--- src/rtl/prog_clk_div.sv ---
// prog_clk_div
//   Multi-channel runtime-programmable clock divider. Each channel divides i_clk
//   by its active divisor D (D >= 2), producing a ~50% duty clock that is high
//   for ceil(D/2) cycles and a one-cycle tick on the first cycle of each period.
//   New divisors are held as pending and take effect only at a period boundary,
//   so a running period is never cut short. i_sync restarts every enabled channel
//   on the same edge, which phase-aligns all outputs.
//
// Ports
//   i_clk     system clock
//   i_rst     synchronous reset, active-high, dominates all other inputs
//   i_wr_en   divisor write strobe (one write per asserted cycle)
//   i_wr_ch   target channel of the write; out-of-range values are ignored
//   i_wr_div  new divisor; values below 2 disable the channel
//   i_sync    restart all enabled channels' periods on this edge
//   o_clk     divided clock, one bit per channel (registered)
//   o_tick    one-cycle pulse on the first cycle of each period (registered)
//   o_pend    channel holds a written but not yet applied divisor (registered)
module prog_clk_div #(
  parameter  int N_CH    = 4,
  parameter  int WIDTH   = 16,
  parameter  int DEF_DIV = 7,
  localparam int CH_W    = (N_CH > 1) ? $clog2(N_CH) : 1
) (
  input  logic              i_clk,
  input  logic              i_rst,
  input  logic              i_wr_en,
  input  logic [CH_W-1:0]   i_wr_ch,
  input  logic [WIDTH-1:0]  i_wr_div,
  input  logic              i_sync,
  output logic [N_CH-1:0]   o_clk,
  output logic [N_CH-1:0]   o_tick,
  output logic [N_CH-1:0]   o_pend
);

  function automatic logic div_enabled(input logic [WIDTH-1:0] d);
    return d >= WIDTH'(2);
  endfunction

  // High phase is ceil(D/2) cycles; computed one bit wider so D = 2**WIDTH-1
  // cannot overflow.
  function automatic logic clk_level(input logic [WIDTH-1:0] d,
                                     input logic [WIDTH-1:0] n);
    logic [WIDTH:0] high_len;
    high_len = ({1'b0, d} + (WIDTH+1)'(1)) >> 1;
    return div_enabled(d) && ({1'b0, n} < high_len);
  endfunction

  logic                started_p0;
  logic [WIDTH-1:0]    cnt_p0   [N_CH];
  logic [WIDTH-1:0]    div_p0   [N_CH];
  logic [WIDTH-1:0]    pdiv_p0  [N_CH];
  logic [N_CH-1:0]     pend_p0;
  logic [N_CH-1:0]     clk_p0;
  logic [N_CH-1:0]     tick_p0;

  logic [WIDTH-1:0]    cnt_nxt  [N_CH];
  logic [WIDTH-1:0]    div_nxt  [N_CH];
  logic [WIDTH-1:0]    pdiv_nxt [N_CH];
  logic [N_CH-1:0]     pend_nxt;
  logic [N_CH-1:0]     clk_nxt;
  logic [N_CH-1:0]     tick_nxt;
  logic [N_CH-1:0]     wr_hit;
  logic [N_CH-1:0]     boundary;

  // Next-state for every channel. A boundary edge is one that begins a new
  // period: the first edge after reset, a sync edge, the wrap edge of a running
  // period, or any edge of a disabled channel (so a pending divisor written to
  // an idle channel takes effect on the following edge). Only boundaries may
  // promote the pending divisor. A write on a boundary edge lands in pending
  // and waits for the next boundary, since the promotion uses the pending
  // register as it was before this edge.
  always_comb begin
    for (int c = 0; c < N_CH; c++) begin
      cnt_nxt[c]  = cnt_p0[c];
      div_nxt[c]  = div_p0[c];
      pdiv_nxt[c] = pdiv_p0[c];
      pend_nxt[c] = pend_p0[c];
      // Out-of-range channel numbers match no channel index, so they are dropped.
      wr_hit[c]   = i_wr_en && (i_wr_ch == CH_W'(c));
      boundary[c] = !started_p0 || i_sync || !div_enabled(div_p0[c]) ||
                    (cnt_p0[c] == div_p0[c] - WIDTH'(1));

      if (boundary[c]) begin
        if (pend_p0[c]) begin
          div_nxt[c] = pdiv_p0[c];
        end
        pend_nxt[c] = 1'b0;
        cnt_nxt[c]  = '0;
      end else begin
        cnt_nxt[c]  = cnt_p0[c] + WIDTH'(1);
      end

      if (wr_hit[c]) begin
        pdiv_nxt[c] = i_wr_div;
        pend_nxt[c] = 1'b1;
      end

      clk_nxt[c]  = clk_level(div_nxt[c], cnt_nxt[c]);
      tick_nxt[c] = div_enabled(div_nxt[c]) && (cnt_nxt[c] == '0);
    end
  end

  // Stage p0: registered channel state and outputs
  always_ff @(posedge i_clk) begin
    if (i_rst) begin
      started_p0 <= 1'b0;
      pend_p0    <= '0;
      clk_p0     <= '0;
      tick_p0    <= '0;
      for (int c = 0; c < N_CH; c++) begin
        cnt_p0[c] <= '0;
        div_p0[c] <= WIDTH'(DEF_DIV);
      end
    end else begin
      started_p0 <= 1'b1;
      pend_p0    <= pend_nxt;
      clk_p0     <= clk_nxt;
      tick_p0    <= tick_nxt;
      for (int c = 0; c < N_CH; c++) begin
        cnt_p0[c] <= cnt_nxt[c];
        div_p0[c] <= div_nxt[c];
      end
    end
  end

  // Pending divisor is data only; it is qualified by pend_p0, so it needs no reset.
  always_ff @(posedge i_clk) begin
    for (int c = 0; c < N_CH; c++) begin
      pdiv_p0[c] <= pdiv_nxt[c];
    end
  end

  assign o_clk  = clk_p0;
  assign o_tick = tick_p0;
  assign o_pend = pend_p0;

endmodule

--- config.mk ---
export PLATFORM = sky130hd
export DESIGN_NAME = prog_clk_div
export DESIGN_NICKNAME = d
export VERILOG_FILES = /design/src/rtl/prog_clk_div.sv
export SDC_FILE = /design/constraint.sdc
export NUM_CORES = 1
export LEC_CHECK = 0
export ABC_AREA = 1
export CAP_MARGIN = 10
export CELL_PAD_IN_SITES_DETAIL_PLACEMENT = 0
export CELL_PAD_IN_SITES_GLOBAL_PLACEMENT = 2
export CORE_MARGIN = 4
export CORE_UTILIZATION = 37
export CTS_BUF_LIST = sky130_fd_sc_hd__clkbuf_4 sky130_fd_sc_hd__clkbuf_8 sky130_fd_sc_hd__clkbuf_16
export CTS_CLUSTER_DIAMETER = 40
export DETAILED_ROUTE_END_ITERATION = 10
export GPL_ROUTABILITY_DRIVEN = 0
export HOLD_SLACK_MARGIN = 0.03
export PLACE_DENSITY_LB_ADDON = 0.1
export RECOVER_POWER = 100
export SYNTH_ARGS = -nofsm -noshare
export SYNTH_HDL_FRONTEND = slang
export SYNTH_SLANG_ARGS = --single-unit
--- constraint.sdc ---
create_clock -name i_clk -period 4.75 [get_ports i_clk]
set_input_delay 0.95 -clock i_clk [delete_from_list [all_inputs] [get_ports i_clk]]
set_output_delay 0.95 -clock i_clk [all_outputs]
set_load 0.03 [all_outputs]
# --- After elaboration in Yosys (flattened, before gate mapping) ---
# Memory sizes are Yosys's and may differ from the RTL's.
# Index checks and enable logic that the tools add are counted.
classes:
  n_addsub: 12
  mul: 0
  div: 0
  order_cmp: 12
  eq_ne: 7
  shifts: 0
  n_mux: 35
  bitwise: 8
  reduce_logical: 35
ops:
  columns: ["cell", "count"]
  rows:
  - ["two-way mux 16 bit", 24]
  - ["greater-or-equal comparator 16 x 2 -> 1 bit (second input constant)", 8]
  - ["adder 16 x 1 -> 17 bit (second input constant)", 4]
  - ["adder 16 x 1 -> 16 bit (second input constant)", 4]
  - ["equality test 16 bit", 4]
  - ["logical NOT 16 bit", 4]
  - ["< comparator 16 bit", 4]
  - ["subtractor 16 x 1 -> 16 bit (second input constant)", 4]
  - ["logical AND 1 bit", 12]
  - ["two-way mux 1 bit", 11]
  - ["logical OR 1 bit", 9]
  - ["bitwise OR 1 bit", 8]
  - ["nonzero test 2 bit", 4]
  - ["logical NOT 1 bit", 5]
  - ["equality test 2 bit (second input constant)", 2]
  - ["equality test 2 x 1 -> 1 bit (second input constant)", 1]
  - ["logical NOT 2 bit", 1]
word_totals:
  register_bits: 13
  latch_bits: 0
  ram_bits: 192
  mem_bits_ro: 0
  inputBits: 22
  mem_count: 3
memory_table:
  columns: ["name", "depth", "width", "read_ports", "rd_clocked_by_memory_dff", "wr", "line", "text"]
  rows:
  - ["cnt_p0", 4, 16, 4, 0, 4, "50", "logic [WIDTH-1:0] cnt_p0 [N_CH];"]
  - ["div_p0", 4, 16, 4, 0, 4, "51", "logic [WIDTH-1:0] div_p0 [N_CH];"]
  - ["pdiv_p0", 4, 16, 4, 0, 4, "52", "logic [WIDTH-1:0] pdiv_p0 [N_CH];"]

# --- Depth between registers and ports, before layout ---
depth:
  depth_word: 8
  depth_mapped: 33
  mapped_depth_nobuf: 32

# --- Worst setup path after synthesis ---
# OpenSTA, ideal clock, no wires.
synth_timing:
  kind: "input to register"
  from: "input i_sync"
  to: "register clk_p0[1], in the netlist o_clk[1]"
  t_arrival_ps: 3761
  required_ps: 4686
  setup_slack_ps: 925
  path_stages: 22
  path_buffers: 1
  path_cell_list: "nor2_1 -> inv_1 -> a41oi_1 -> nand2_4 -> buf_6 -> nand2_2 -> nand2_1 -> o21ai_4 -> ha_1 -> inv_1 -> nor3_1 -> nand3_1 -> nand2_1 -> nand2_1 -> ha_1 -> a21oi_1 -> o21ai_0 -> nand3_1 -> a21oi_1 -> a2111oi_0 -> nand2_1 -> nor2_1"
synth_lines:
  columns: ["item", "line", "text"]
  rows:
  - ["start: declaration", "30", "input logic i_sync,"]
  - ["end signal: assignment", "118", "clk_p0 <= clk_nxt;"]
  - ["end: declaration", "54", "logic [N_CH-1:0] clk_p0;"]

==> qor.yml <==
status: "finished, final reports clean"
hold_buffers: 0
diodes: 0
synth-seq-cells: 205
max_slew_margin: 0.255
synth_cells: 2065
start_util: 0.377
first_pass_iters: 5
finalCritPeriodShare: 0.911
grt_max_degree: 66
rsz0062_at_grt: "false"
hold_path_depth: 2
worst_slew_pin_slew_ns: 1.12
antenna_found_initial: 1
pin_count: 34
critPathMaxFanout: 8
die_area_mm2: 0.0428
maxCapViolCount: 0
totalWireLength_um: 44900
final_max_slew_viol_count: 0
clk_pin_slew_worst_paths_ns: 0.05
power_mw: 6.03
tns_ns: 0
first_iter_violations: 682
cts_tree: "built"
io_buffers: 33
peakVddDrop_uv: 286
drc_errors: 0
ant_nets: 0
cts.path.max_buffers: 3
synthTopCellsByArea: "dfxtp_1 (19%), edfxtp_1 (13%), nand2_1 (12%), nor2_1 (8.4%), ha_1 (6.8%)"
synth.yosys.seq_area_share: 0.324
critPathCaptureType: "register"
hold_end: "cnt_p0[3][2]"
finalSetupViolCount: 0
reg2reg_slack_ns: 0.42
cpPeakStageDelay_ns: 0.34
cts_sinks: 205
hp-start: "cnt_p0[3][2]"
max_freq_mhz: 231
r2r-start: "div_p0[0][1]"
crit_buf_inv: 2
cts_made_buffers: 45
overflow: 0
synth_top_flop_cell: "dfxtp_1"
die_w_um: 207
fin_nets: 2251
yosysTopAreaCell: "dfxtp_1"
period_needed_ns: 4.33
groute.usage.overall: 0.214
hp-class: "reg2reg"
insertion_delay_ns: 0.56
postLayoutCoreUtil: 0.445
cp_slowest_cell: "dfxtp_1"
root_buffer: "clkbuf_16"
vias_per_cell: 4.81
num_rows: 72
start_kind: "register"
area_delta_synth_final_pct: 18.1
crit_path_frequent_cell: "nand2_1"
grt_pass1_vias: 13164
cp_data_required_time_ns: 5.24
die_h_um: 207
htreeDepth: 2
post_drt_wl_per_cell_um: 16.6
ys_async_sr_fraction: 0
core_area_mm2: 0.0388
synth_edf_count: 64
grt_pass1_wl_um: 71700
critPathTopFamily: "simple AND/OR/NAND/NOR gates"
syn-cell-area_mm2: 0.0146
syn-num-nets: 2167
r2r-end: "o_clk[0]"
synth_top_area_frac: 0.193
p_per_area_mw_per_mm2: 349
yosysUniqueCellTypes: 52
synth.avg_cell_area_um2: 7.08
drive_above_1_share: 0.119
worstSetupPathType: "reg2reg"
synth_warnings: 0
p_leak_nw: 7.85
vias: 13014
finClkSkew_ns: 0.0213
dp_hpwl_um: 35100
hold_viol_final: 0
crit_arrival_ns: 4.82
worst_r2r_path_depth: 28
sequential cells by signal, indices dropped and copies added (netlist names):
name	count
cnt_p0	64
div_p0	64
pdiv_p0	64
o_clk	4
o_pend	4
o_tick	4
started_p0	1
cells in the final DEF (no fill, tap or decap), types with 6 or more instances in the layout:
| cell type | Yosys | routed |
|---|---|---|
| nand3b_1 | 14 | 14 |
| clkbuf_1 | 23 | 11 |
| inv_1 | 264 | 264 |
| o21ai_0 | 49 | 64 |
| nand4_1 | 26 | 26 |
| inv_2 | 17 | 16 |
| ha_1 | 80 | 79 |
| clkbuf_4 | 0 | 7 |
| clkbuf_16 | 0 | 47 |
| nand2_2 | 15 | 13 |
| a21oi_1 | 54 | 55 |
| nand3_1 | 110 | 110 |
| edfxtp_1 | 64 | 64 |
| nor2_2 | 37 | 35 |
| or2_2 | 7 | 7 |
| o21ai_1 | 20 | 13 |
| xnor2_1 | 40 | 40 |
| nor3_1 | 53 | 53 |
| o21ai_2 | 37 | 29 |
| dfxtp_1 | 141 | 141 |
| inv_6 | 0 | 8 |
| inv_8 | 0 | 8 |
| clkdlybuf4s50_1 | 0 | 6 |
| mux2i_1 | 20 | 20 |
| nor2_1 | 327 | 326 |
| buf_4 | 2 | 37 |
| nand2_1 | 481 | 484 |
| xor2_1 | 95 | 95 |
| dlygate4sd3_1 | 0 | 26 |
| nor2_4 | 8 | 11 |
worst max path at each step:
stage                 start       end  slack [ns]  cells after the start
2_1_floorplan        i_sync  o_clk[1]        0.93                     22
3_3_place_gp         i_sync  o_clk[1]        0.18                     24
3_5_place_dp         i_sync  o_clk[1]        0.14                     22
4_1_cts        div_p0[3][0]  o_clk[3]        0.26                     26
5_1_grt        div_p0[3][0]  o_clk[3]        0.01                     28
6_report       div_p0[0][1]  o_clk[0]        0.42                     28
layout make-up:
type | instances | area, µm²
Fill cell | 4111 | 21600
Sequential cell | 205 | 4740
Timing Repair Buffer | 83 | 691
Inverter | 281 | 1060
Clock buffer | 55 | 1240
Multi-Input combinational cell | 1533 | 8530
Tap cell | 518 | 648
Clock inverter | 29 | 359
worst reg2reg max path: cells and delay by family, from the launching register on:
family	cells	cell delay, ns
simple gates	16	1.84
compound gates	6	0.94
fa+ha+maj	3	0.68
flops	1	0.34
buf+inv	2	0.32
xor+xnor	1	0.16
stage by stage:
stage               hold WS, ns  cells  worst slack, ns  cell area (µm²)
finish                    0.570   2704            0.423            17300
global placement          0.553   2620            0.175            15700
floorplan                 0.506   2065            0.925            14600
detailed placement        0.549   2620            0.136            15700
global route              0.607   2704           0.0114            17300
CTS                       0.563   2704            0.260            17300
kinds of logic after synthesis:
| logic type | share of synthesized area |
|---|---|
| muxes | 0.0137 |
| adders and majority gates | 0.0684 |
| AOI/OAI and AO/OA | 0.0775 |
| and+or+nand+nor | 0.336 |
| xor gates and xnor gates | 0.0870 |
| DFF | 0.324 |
| buffers and inverters | 0.0933 |
cell usage after synthesis, types with 6 or more instances:
cell type / count
a211oi_1: 6
o21ai_0: 49
mux2i_1: 20
or2_2: 7
dfxtp_1: 141
o21ai_2: 37
xor2_1: 95
nand2_2: 15
ha_1: 80
nand4_1: 26
inv_1: 264
buf_6: 9
xnor2_1: 40
nor2_1: 327
clkbuf_1: 23
nand2_4: 6
nand3_1: 110
nand3b_1: 14
nor2_4: 8
nand2_1: 481
edfxtp_1: 64
a21oi_1: 54
nor3_2: 6
inv_2: 17
nor2_2: 37
o21ai_1: 20
nor3_1: 53
power breakdown:
group	switching, mW	internal [mW]
sequential	0.0665	1.87
combinational	0.495	0.265
clock	1.15	2.18
total	1.71	4.32
what timing repair did:
action,in CTS,in global routing
setup endpoints to repair,0,3
buffers inserted,0,0
resized for setup,0,15
per-layer routing:
layer,track usage,vias up,wire [µm]
met5,0,-,0
met4,0.0611,0,984
met3,0.0294,69,1870
met2,0.354,225,20700
met1,0.292,5954,21300
li1,-,6766,-
No activity file was read; power rests on OpenSTA's default activity.
